**src/rtl/sayac_wb_arbiter.sv**
```systemverilog
// Three-source writeback arbiter for the SAYAC register file: one-entry buffer
// per source, round-robin grant into a registered writeback stage.
module sayac_wb_arbiter #(
  parameter int N  = 16,
  parameter int AW = 4
) (
  input  logic          clk,
  input  logic          rst,
  input  logic          req1,
  input  logic          req2,
  input  logic          req3,
  input  logic [N-1:0]  data1,
  input  logic [N-1:0]  data2,
  input  logic [N-1:0]  data3,
  input  logic [AW-1:0] addr1,
  input  logic [AW-1:0] addr2,
  input  logic [AW-1:0] addr3,
  output logic          ack1,
  output logic          ack2,
  output logic          ack3,
  input  logic          rfBusy,
  output logic          sel1,
  output logic          sel2,
  output logic          sel3,
  output logic [N-1:0]  wbData,
  output logic [AW-1:0] wbAddr,
  output logic          wbEn
);

  typedef enum logic {IDLE, WRITE} state_t;

  state_t        state, state_n;
  logic [2:0]    req, ack, full, sel, sel_n;
  logic [N-1:0]  din  [3];
  logic [AW-1:0] ain  [3];
  logic [N-1:0]  bdata [3];
  logic [AW-1:0] baddr [3];
  logic [N-1:0]  wbdata_n;
  logic [AW-1:0] wbaddr_n;
  logic [1:0]    last, last_n, gidx, cand;
  logic          gvalid, grant, opp;

  assign req    = {req3, req2, req1};
  assign din[0] = data1;
  assign din[1] = data2;
  assign din[2] = data3;
  assign ain[0] = addr1;
  assign ain[1] = addr2;
  assign ain[2] = addr3;

  // rst gates ack so sources see no handshake while held in reset
  assign ack  = req & ~full & {3{rst}};
  assign ack1 = ack[0];
  assign ack2 = ack[1];
  assign ack3 = ack[2];

  assign sel1 = sel[0];
  assign sel2 = sel[1];
  assign sel3 = sel[2];
  assign wbEn = (state == WRITE);

  assign opp = (state == IDLE) || !rfBusy;

  // search order last+1, last+2, last+3 over indices 0..2 (sources 1..3)
  always_comb begin
    gvalid = 1'b0;
    gidx   = last;
    cand   = '0;
    for (int unsigned i = 1; i <= 3; i++) begin
      cand = 2'((32'(last) + i) % 3);
      if (!gvalid && full[cand]) begin
        gvalid = 1'b1;
        gidx   = cand;
      end
    end
  end

  always_comb begin
    state_n  = state;
    sel_n    = sel;
    wbdata_n = wbData;
    wbaddr_n = wbAddr;
    last_n   = last;
    grant    = 1'b0;
    if (opp) begin
      if (gvalid) begin
        state_n  = WRITE;
        sel_n    = 3'b001 << gidx;
        wbdata_n = bdata[gidx];
        wbaddr_n = baddr[gidx];
        last_n   = gidx;
        grant    = 1'b1;
      end else begin
        state_n = IDLE;
        sel_n   = '0;
      end
    end
  end

  always_ff @(posedge clk or negedge rst) begin
    if (!rst) begin
      state  <= IDLE;
      sel    <= '0;
      wbData <= '0;
      wbAddr <= '0;
      last   <= 2'd2;
    end else begin
      state  <= state_n;
      sel    <= sel_n;
      wbData <= wbdata_n;
      wbAddr <= wbaddr_n;
      last   <= last_n;
    end
  end

  // ack needs an empty buffer and grant needs a full one, so they never collide
  for (genvar k = 0; k < 3; k++) begin : g_buf
    always_ff @(posedge clk or negedge rst) begin
      if (!rst) begin
        full[k]  <= 1'b0;
        bdata[k] <= '0;
        baddr[k] <= '0;
      end else if (ack[k]) begin
        full[k]  <= 1'b1;
        bdata[k] <= din[k];
        baddr[k] <= ain[k];
      end else if (grant && gidx == 2'(k)) begin
        full[k] <= 1'b0;
      end
    end
  end

endmodule

```
**config.mk**
```make
export PLATFORM = sky130hd
export DESIGN_NAME = sayac_wb_arbiter
export DESIGN_NICKNAME = d
export VERILOG_FILES = /design/src/rtl/sayac_wb_arbiter.sv
export SDC_FILE = /design/constraint.sdc
export NUM_CORES = 1
export LEC_CHECK = 0
export ABC_AREA = 1
export ABC_CLOCK_PERIOD_IN_PS = 2000
export BUFFER_PORTS_ARGS = -buffer_cell sky130_fd_sc_hd__buf_2
export CAP_MARGIN = 20
export CORE_MARGIN = 2
export CORE_UTILIZATION = 51
export CTS_BUF_LIST = sky130_fd_sc_hd__clkbuf_8
export DETAILED_ROUTE_END_ITERATION = 12
export GPL_TIMING_DRIVEN = 0
export PLACE_DENSITY = 0.78
export SYNTH_ARGS = -nofsm -noshare
export SYNTH_HDL_FRONTEND = slang
export SYNTH_SLANG_ARGS = --single-unit
```
**constraint.sdc**
```tcl
create_clock -name clk -period 2 [get_ports clk]
set_clock_uncertainty 0.05 [all_clocks]
set_input_delay 0.4 -clock clk [delete_from_list [all_inputs] [get_ports clk]]
set_output_delay 0.4 -clock clk [all_outputs]
set_load 0.01 [all_outputs]
```
==> results of run 1 <==
## state kept, by name (all words and copies together), names as in the netlist
| name | flops |
|---|---|
| wbAddr | 4 |
| wbEn | 1 |
| full | 3 |
| wbData | 16 |
| last | 2 |
| sel | 3 |
| baddr | 12 |
| bdata | 48 |
## final cells by class
class                           count  area [sq um]  area share [%]
Sequential cell                    89          2228           39.82
Multi-Input combinational cell    358          1874           33.49
Timing Repair Buffer              106         673.1           12.03
Inverter                           75         294.0           5.254
Buffer                             24         175.2           3.130
Clock buffer                       10         137.6           2.459
Tap cell                          105         131.4           2.347
Clock inverter                      6         82.58           1.476
## final timing paths
path	slack, ps	from	cells after the start	end
max	-140	last[1]	12	wbData[6]
min	40	rst	3	full[0]
max reg2reg	-140	last[1]	12	wbData[6]
min reg2reg	440	bdata[14]	2	bdata[14]
max in group asynchronous	1280	rst	2	last[1]
min in group clk	180	data3[1]	3	bdata[1]
## through the flow
stage / TNS, ps / hold WS [ps] / cells
global placement: -103540 / 415.9 / 747
global route: -3996 / 59.23 / 773
CTS: -1715 / 37.36 / 771
detailed placement: -13140 / 377.9 / 748
finish: -1645 / 37.39 / 773
floorplan: -376.2 / 54.41 / 550
## Yosys cell counts
cell / instances / area [sq um]
nand4_1: 1 / 6.260
nand2_2: 2 / 12.51
clkbuf_1: 14 / 52.55
ha_1: 4 / 50.05
o21ai_2: 1 / 8.760
nand3_4: 1 / 17.52
inv_1: 66 / 247.7
o21ai_1: 2 / 10.01
nand2_1: 199 / 747.0
buf_4: 2 / 15.01
nor2_1: 1 / 3.750
nor2_2: 1 / 6.260
buf_6: 2 / 22.52
buf_1: 2 / 7.510
nand3_2: 2 / 20.02
buf_2: 8 / 40.04
nand3_1: 101 / 505.5
dfrtp_1: 88 / 2202
o21ai_0: 42 / 210.2
inv_2: 9 / 33.78
nand2_4: 1 / 11.26
dfstp_2: 1 / 26.28
## logic make-up after synthesis
kind of cell	after synthesis	share of synthesized area (%)
and+or+nand+nor	309	31.25
buffers and inverters	103	9.847
DFF	89	52.35
AOI/OAI and AO/OA	45	5.379
adders and majority gates	4	1.176
## worst register-to-register path, stage by stage (launching register included)
cell and delay, ps:
dfstp_2 580, ha_4 240, inv_6 90, nand2_4 50, nand3_4 100, nand2_4 90
nand3_4 130, inv_4 60, nand2_1 80, clkbuf_4 200, nand3_1 180, nand3_4 140
nand2_2 60
## routing by layer
metal	wire length, microns	GRT usage [%]
met1	5003	35.29
met3	553	2.451
met2	5326	39.85
met5	0	0
met4	167	10.51
## what timing repair did
action	4_1_cts	5_1_grt
pin swaps	19	26
cloned	2	1
hold buffers	4	0
endpoints found under the setup margin	32	30
resized for setup	61	39
buffers inserted	5	1
hold endpoints to repair	40	0
==> reports/metrics.yaml, run 1 <==
critPathArrivalTime_ps: 2340
critPathTopFamily: "simple AND/OR/NAND/NOR gates"
core_area_sq_um: 8134
ys_seq_area_share_pct: 52.35
worst_pin_slew_ps: 466.0
clock_path_buffers: 2
end_kind: "register"
final_cell_area_sq_um: 5597
clk_transition_reported_paths_ps: 80
routed_wl_microns: 11050
dieWidth_microns: 95.36
groute.usage.overall_pct: 25.07
placementRows: 33
drt-initial-drc-count: 284
cts_tree: "done"
grt_max_degree: 49
hold_viol: 0
finalCriticalPeriod_ps: 2142
place_area_sq_um: 4881
grt_pass1_wl_microns: 17390
cts_htree_levels: 3
syn_area_sq_um: 4257
drv_cap: 0
worst_path_most_repeated_cell: "nand3_4"
final_common_cell: "nand2_1"
avgRoutedWirePerCell_microns: 14.30
fin_util_pct: 68.80
grt_setup_unrepaired: "true"
clock.fmax_mhz: 466.8
die_h_microns: 95.36
layout.nets: 733
final_cell_mix: "182 x nand2_1, 93 x buf_2, 88 x dfrtp_1"
hpwl_microns: 7553
firstDrtPassIters: 5
synthCells: 550
finalMaxSlewViolations: 0
violations: "negative setup slack"
setup_ws_ps: -142.3
yosys.cell_types.count: 22
synth_nets: 620
area_growth_pct: 31.48
die_area_sq_um: 9093
cp-start-kind: "register"
drc: 0
critPathKind: "register to register"
setup_viol: 22
fill_cells: 645
grt_overflow: 0
synth_warnings: 0
path_cells: "ha_4 -> inv_6 -> nand2_4 -> nand3_4 -> nand2_4 -> nand3_4 -> inv_4 -> nand2_1 -> clkbuf_4 -> nand3_1 -> nand3_4 -> nand2_2"
ant_nets: 0
antenna_found_initial: 0
fin_crit_sh_pct: 107.1
ys_ff_latch: 89
pre_cts_ws_ps: -491.0
cp_max_fo: 10
slew_headroom_pct: 68.94
syn_area_per_cell_sq_um: 7.739
crit_required_ps: 2200
diodes: 0
clockRootBuffer: "clkbuf_8"
gp_congestion: 0.8736
clkSinkCount: 89
cts_made_buffers: 9
via_per_inst: 5.110
via_count: 3950
io_pins: 93
status: "complete, but fails checks"
grt_pass1_vias: 3670
initial_core_util_pct: 52.33
clock_latency_ps: 360
final_layout_size_suffix_gt1_share_pct: 29.94
hold_path_class: "input port to asynchronous set/reset pin"
slowest_stage: "dfstp_2"
max_stage_delay_ps: 580
port-buffer-count: 92
path_buf_inv: 3
Power of run 1 is not shown: default switching activity piles up to over one toggle a cycle in this logic, so the estimate is an artifact.
==> run 2: changes to the inputs <==
--- a/config.mk
+++ b/config.mk
@@ -10,11 +10,10 @@
 export BUFFER_PORTS_ARGS = -buffer_cell sky130_fd_sc_hd__buf_2
 export CAP_MARGIN = 20
 export CORE_MARGIN = 2
-export CORE_UTILIZATION = 51
-export CTS_BUF_LIST = sky130_fd_sc_hd__clkbuf_8
+export CORE_UTILIZATION = 49
 export DETAILED_ROUTE_END_ITERATION = 12
 export GPL_TIMING_DRIVEN = 0
-export PLACE_DENSITY = 0.78
+export PLACE_DENSITY = 0.75
 export SYNTH_ARGS = -nofsm -noshare
 export SYNTH_HDL_FRONTEND = slang
 export SYNTH_SLANG_ARGS = --single-unit
==> run 2 against run 1 <==
Against the previous run: the run still ends with negative setup slack left; fmax shrank 0.28%; count of clock-buffer cells in the layout grew 1; global-route usage shrank 0.43 points; register-to-register slack is essentially flat; die area grew 3.9%; non-clock buffer count grew 9; final area grew 2.7%; critical endpoint is now wbData[12].
==> reports/metrics.yaml, run 2 (synthesized netlist as in run 1, its figures left out) <==
cts_made_buffers: 9  # unchanged
largest_register_ffs: 48  # unchanged
setup_viol: 22  # unchanged
cts_tree: "done"  # unchanged
grt_pass1_wl_microns: 18780  # was 17,390 microns
cp-start-kind: "register"  # unchanged
initial_core_util_pct: 49.78  # was 52.33%
pre_cts_ws_ps: -524.9  # was -491.0 ps
die_area_sq_um: 9449  # was 9093 sq um
hold_path_class: "input port to asynchronous set/reset pin"  # unchanged
via_per_inst: 5.084  # was 5.110
top_register: "bdata"  # unchanged
drc: 0  # unchanged
reg2regPathDepth: 12  # unchanged
gp_congestion: 0.9287  # was 0.8736
cp_max_fo: 10  # unchanged
violations: "negative setup slack"  # unchanged
clk_transition_reported_paths_ps: 100  # was 80 ps
top_regs: "bdata: 48 flops, wbData: 16 flops, baddr: 12 flops"  # unchanged
drv_cap: 0  # unchanged
place_area_sq_um: 4885  # was 4881 sq um
antenna_found_initial: 0  # unchanged
rr_startpoint: "last[1]"  # unchanged
via_count: 3991  # was 3,950
end_kind: "register"  # unchanged
critPathArrivalTime_ps: 2350  # was 2340 ps
final_layout_size_suffix_gt1_share_pct: 31.91  # was 29.94%
drt-initial-drc-count: 219  # was 284
area_growth_pct: 35.10  # was 31.48%
clock_latency_ps: 360  # about the same
avgRoutedWirePerCell_microns: 14.81  # was 14.30 microns
rrSetupSlack_ps: -150  # was -140 ps
clock.fmax_mhz: 465.5  # was 466.8 MHz
dieWidth_microns: 97.21  # was 95.36 microns
ant_nets: 0  # unchanged
cts_htree_levels: 3  # unchanged
clkSinkCount: 89  # unchanged
io_pins: 93  # unchanged
grt_pass1_vias: 3899  # was 3,670
final_common_cell: "nand2_1"  # unchanged
slew_headroom_pct: 68.87  # was 68.94%
tns_ps: -2552  # was -1645 ps
final_cell_mix: "182 x nand2_1, 92 x buf_2, 87 x dfrtp_1"  # was 182 x nand2_1, 93 x buf_2, 88 x dfrtp_1
grt_overflow: 0  # unchanged
port-buffer-count: 92  # unchanged
placementRows: 34  # was 33
critPathKind: "register to register"  # unchanged
grt_setup_unrepaired: "true"  # unchanged
crit_required_ps: 2200  # about the same
clockRootBuffer: "clkbuf_8"  # unchanged
rr_endpoint: "wbData[12]"  # was wbData[6]
worst_pin_slew_ps: 467.0  # was 466.0 ps
fin_crit_sh_pct: 107.4  # was 107.1%
firstDrtPassIters: 5  # unchanged
die_h_microns: 97.21  # was 95.36 microns
finalMaxSlewViolations: 0  # unchanged
clock_path_buffers: 2  # unchanged
hold_viol: 0  # unchanged
finalCriticalPeriod_ps: 2148  # was 2142 ps
grt_max_degree: 41  # was 49
status: "complete, but fails checks"  # unchanged
routed_wl_microns: 11630  # was 11,050 microns
final_cell_area_sq_um: 5751  # was 5597 sq um
core_area_sq_um: 8551  # was 8134 sq um
hpwl_microns: 7669  # was 7553 microns
diodes: 0  # unchanged
groute.usage.overall_pct: 24.64  # was 25.07%
setup_ws_ps: -148.3  # was -142.3 ps
layout.nets: 742  # was 733
## run 2: changes by cell type in the layout (fill, tap and decap cells not counted), sizes merged
cell | previous run | this run
inv | 76 | 75
bufbuf | 0 | 1
clkinvlp | 0 | 1
clkbuf | 21 | 24
bufinv | 2 | 1
buf | 118 | 124
## run 2: worst max-delay path by stage
stage                  from          to  slack, ps  depth (start not counted)
floorplan           last[1]   wbAddr[0]        -20                         12
global placement        rst        ack3      -1500                          5
detailed placement      rst        ack3       -520                          6
CTS                 last[1]   wbData[5]       -100                         12
global route        last[1]   wbData[8]       -240                         14
finish              last[1]  wbData[12]       -150                         12
## run 2: final cells by class
| class | instances | area (sq um) |
|---|---|---|
| inverter | 75 | 301.5 |
| sequential | 89 | 2230 |
| buffer | 24 | 195.2 |
| multi-input combinational | 358 | 1922 |
| clock inverter | 5 | 63.81 |
| clock buffer | 11 | 151.4 |
| timing repair buffer | 115 | 752.0 |
| fill | 667 | 2800 |
| tap | 108 | 135.1 |
## run 2: through the flow
step | std cells | util [%] | hold WS (ps)
final | 785 | 67.25 | 28.21
after detailed placement | 751 | 57.13 | 367.6
after floorplan | 550 | - | 54.41
after global routing | 785 | 67.25 | 36.43
after global placement | 750 | 56.77 | 416.4
after CTS | 775 | 64.37 | 30.84
## run 2: critical path, stage by stage (launching register included)
cell	delay (ps)
dfstp_2	580
ha_4	250
inv_6	100
nand2_4	50
nand3_4	90
nand2_8	80
nand3_1	150
nand3_1	90
nand2_1	140
buf_6	160
nand3_1	140
nand3_2	120
nand2_1	50
## run 2: per-layer routing
layer  share of wire (%)  vias up  track usage (%)
met5                   0        -                0
met4                 2.7        0            6.826
met3                 5.5       33            5.396
met2                  47      142            40.17
met1                  45     1859            33.49
li1                    -     1957                -
## run 2: repair_timing
| action | 4_1_cts | 5_1_grt |
|---|---|---|
| gates resized for setup | 76 | 37 |
| pin swaps | 32 | 12 |
| gates cloned | 3 | 1 |
| buffers inserted | 6 | 8 |
| endpoints found under the setup margin | 32 | 30 |
| hold buffers | 3 | 0 |
| endpoints found under the hold margin | 40 | 0 |
Power of run 2 is left out for the same reason.
==> run 3: changes to the inputs <==
--- a/config.mk
+++ b/config.mk
@@ -5,7 +5,6 @@
 export SDC_FILE = /design/constraint.sdc
 export NUM_CORES = 1
 export LEC_CHECK = 0
-export ABC_AREA = 1
 export ABC_CLOCK_PERIOD_IN_PS = 2000
 export BUFFER_PORTS_ARGS = -buffer_cell sky130_fd_sc_hd__buf_2
 export CAP_MARGIN = 20
==> run 3 against run 2 <==
Against the previous run: the flow still finishes with violations (negative setup slack); worst setup slack worse by 410 ps; global-route usage up 2.3 points; critical path depth shrank 2; first-iteration DRC count up 49%; highest routed layer unchanged; count of clock-buffer cells in the layout unchanged; area after synthesis shrank 3.6%; core utilization up 4.6 points; via count fell by 10%; sequential share of layout area decreased by 0.77 points; synthesized cell count decreased by 24%; flip-flop and latch count unchanged; non-clock buffer count grew 17.
==> reports/metrics.yaml, run 3 <==
ys_seq_area_share_pct: 54.32  # was 52.35%
firstDrtPassIters: 4  # was 5
grt_pass1_wl_microns: 18280  # was 18,780 microns
syn_area_sq_um: 4103  # was 4257 sq um
top_register: "bdata"  # unchanged
stdcell_count: 671  # was 785
rrSetupSlack_ps: -560  # was -150 ps
largest_register_ffs: 48  # unchanged
drt-initial-drc-count: 326  # was 219
p_per_area_nw_per_um2: 2341
cts_tree: "done"  # unchanged
finalPower_mw: 13.74
dieWidth_microns: 95.51  # was 97.21 microns
io_pins: 93  # unchanged
synth_nets: 486  # was 620
die_h_microns: 95.51  # was 97.21 microns
die_area_sq_um: 9121  # was 9449 sq um
hpwl_microns: 6945  # was 7669 microns
via_per_inst: 5.353  # was 5.084
grt_pass1_vias: 3689  # was 3,899
cts_htree_levels: 3  # unchanged
placementRows: 33  # was 34
grt_overflow: 0  # unchanged
ant_nets: 0  # unchanged
ys.flop_type: "dfrtp_1"  # unchanged
crit_required_ps: 2230  # was 2200 ps
hold_viol: 0  # unchanged
drc: 0  # unchanged
antenna_found_initial: 0  # unchanged
end_kind: "register"  # unchanged
core_area_sq_um: 8175  # was 8551 sq um
regArea_sq_um: 2231  # was 2230 sq um
via_count: 3592  # was 3,991
top_regs: "bdata: 48 flops, wbData: 16 flops, baddr: 12 flops"  # unchanged
tns_ps: -13990  # was -2552 ps
slew_headroom_pct: 60.05  # was 68.87%
fin_crit_sh_pct: 128.1  # was 107.4%
layout.nets: 631  # was 742
routed_wl_microns: 11880  # was 11,630 microns
place_inst: 614  # was 751
yosysMostFrequentCell: "nand2_1"  # unchanged
rr_endpoint: "wbAddr[0]"  # was wbData[12]
multi_input_area_sq_um: 1971  # was 1922 sq um
hold_path_class: "input port to asynchronous set/reset pin"  # unchanged
status: "complete, but fails checks"  # unchanged
diodes: 0  # unchanged
p_leak_nw: 2.862
yosys.area.top_type: "dfrtp_1"  # unchanged
clock_path_buffers: 2  # unchanged
syn_area_per_cell_sq_um: 9.862  # was 7.739 sq um
clock.fmax_mhz: 390.3  # was 465.5 MHz
gp_congestion: 0.8066  # was 0.9287
setup_ws_ps: -562.0  # was -148.3 ps
grt_max_degree: 32  # was 41
cp_max_fo: 10  # unchanged
final_cell_mix: "170 x nand2_1, 91 x buf_2, 86 x dfrtp_1"  # was 182 x nand2_1, 92 x buf_2, 87 x dfrtp_1
final_common_cell: "nand2_1"  # unchanged
finalCriticalPeriod_ps: 2562  # was 2148 ps
cp-start-kind: "register"  # unchanged
synth_edf_count: 0  # unchanged
critPathArrivalTime_ps: 2790  # was 2350 ps
cts_made_buffers: 9  # unchanged
groute.usage.overall_pct: 26.91  # was 24.64%
finalMaxSlewViolations: 0  # unchanged
final_cell_area_sq_um: 5871  # was 5751 sq um
async_flop_share_pct: 100.0  # unchanged
final_layout_size_suffix_gt1_share_pct: 40.81  # was 31.91%
initial_core_util_pct: 50.18  # was 49.78%
rr_startpoint: "last[1]"  # unchanged
drv_cap: 0  # unchanged
critPathKind: "register to register"  # unchanged
hold_slack_ps: 20.72  # was 28.21 ps
port-buffer-count: 92  # unchanged
fin_util_pct: 71.81  # was 67.25%
fill_cells: 513  # was 667
worst_pin_slew_ps: 597.3  # was 467.0 ps
synth_top_area_share_pct: 53.67  # was 51.73%
clk_transition_reported_paths_ps: 90  # was 100 ps
clock_latency_ps: 360  # about the same
synth_warnings: 0  # unchanged
yosys.cell_types.count: 41  # was 22
clkSinkCount: 89  # unchanged
pre_cts_ws_ps: -776.4  # was -524.9 ps
clockRootBuffer: "clkbuf_8"  # unchanged
grt_setup_unrepaired: "true"  # unchanged
setup_viol: 28  # was 22
synthCells: 416  # was 550
area_growth_pct: 43.09  # was 35.10%
yosys-top-cells-area: "dfrtp_1 54%, nand2_1 16%, o221ai_2 7.0%"  # was dfrtp_1 52%, nand2_1 18%, nand3_1 12%
reg2regPathDepth: 10  # was 12
vdd_drop_max_mv: 1.141
place_area_sq_um: 4788  # was 4885 sq um
ys_ff_latch: 89  # unchanged
synth_commonest_cells: "170 x nand2_1, 88 x dfrtp_1, 24 x inv_1, 24 x mux2i_1, 22 x o21ai_0"  # was 199 x nand2_1, 101 x nand3_1, 88 x dfrtp_1, 66 x inv_1, 42 x o21ai_0
violations: "negative setup slack"  # unchanged
avgRoutedWirePerCell_microns: 17.70  # was 14.81 microns
[run 3: changes by cell type after synthesis, moves of 9 or more]
| cell | previous run | this run |
|---|---|---|
| inv_1 | 66 | 24 |
| inv_2 | 9 | 0 |
| mux2i_1 | 0 | 24 |
| nand2_1 | 199 | 170 |
| nand3_1 | 101 | 4 |
| o21ai_0 | 42 | 22 |
| o221ai_2 | 0 | 19 |
[run 3: worst max path at each step]
stage / from / slack [ps] / end
global route: last[1] / -650 / wbAddr[0]
finish: last[1] / -560 / wbAddr[0]
CTS: last[1] / -490 / wbData[5]
floorplan: last[1] / -380 / wbData[4]
detailed placement: last[1] / -780 / wbAddr[0]
global placement: rst / -1500 / ack3
[run 3: timing repair]
item / in CTS / in global routing
gates resized for setup: 76 / 20
setup endpoints to repair: 41 / 31
pin swaps: 10 / 10
gates cloned: 5 / 0
hold buffers: 4 / 0
hold endpoints to repair: 31 / 0
setup buffers: 22 / 15
[run 3: worst max-delay path, cell delays in order, from the launching register on]
cell      delay, ps
dfstp_2         600
inv_4            70
ha_4            170
mux2_4          320
buf_6           120
mux2i_4         170
a311o_1         240
a21oi_2          90
or2b_4          320
buf_12          170
o221ai_2        170
[run 3: logic make-up after synthesis]
logic type | after synthesis | share of synthesized area [%]
fa+ha+maj | 4 | 1.220
mux | 27 | 6.770
flops | 89 | 54.32
buf+inv | 46 | 5.551
simple gates | 192 | 18.88
compound gates | 58 | 13.27
[run 3: layout make-up]
type	count	area share, %
Sequential cell	89	38.00
Multi-Input combinational cell	281	33.57
Timing Repair Buffer	138	17.95
Buffer	18	2.920
Clock buffer	11	2.238
Tap cell	105	2.238
Inverter	24	1.726
Clock inverter	5	1.364
[run 3: where the power goes]
part           total (mW)  leakage (nW)  switching (mW)  internal (mW)
Sequential           3.34          1.11           0.646           2.69
Clock                1.34        0.0995           0.636          0.703
Combinational        9.06          1.65            4.31           4.76
[run 3: per-layer routing]
metal	wire length, microns	global-route usage (%)
met2	5962	44.07
met3	682	5.613
met4	502	15.12
met5	0	0
met1	4731	33.26
Power figures use the tool's default switching activity.
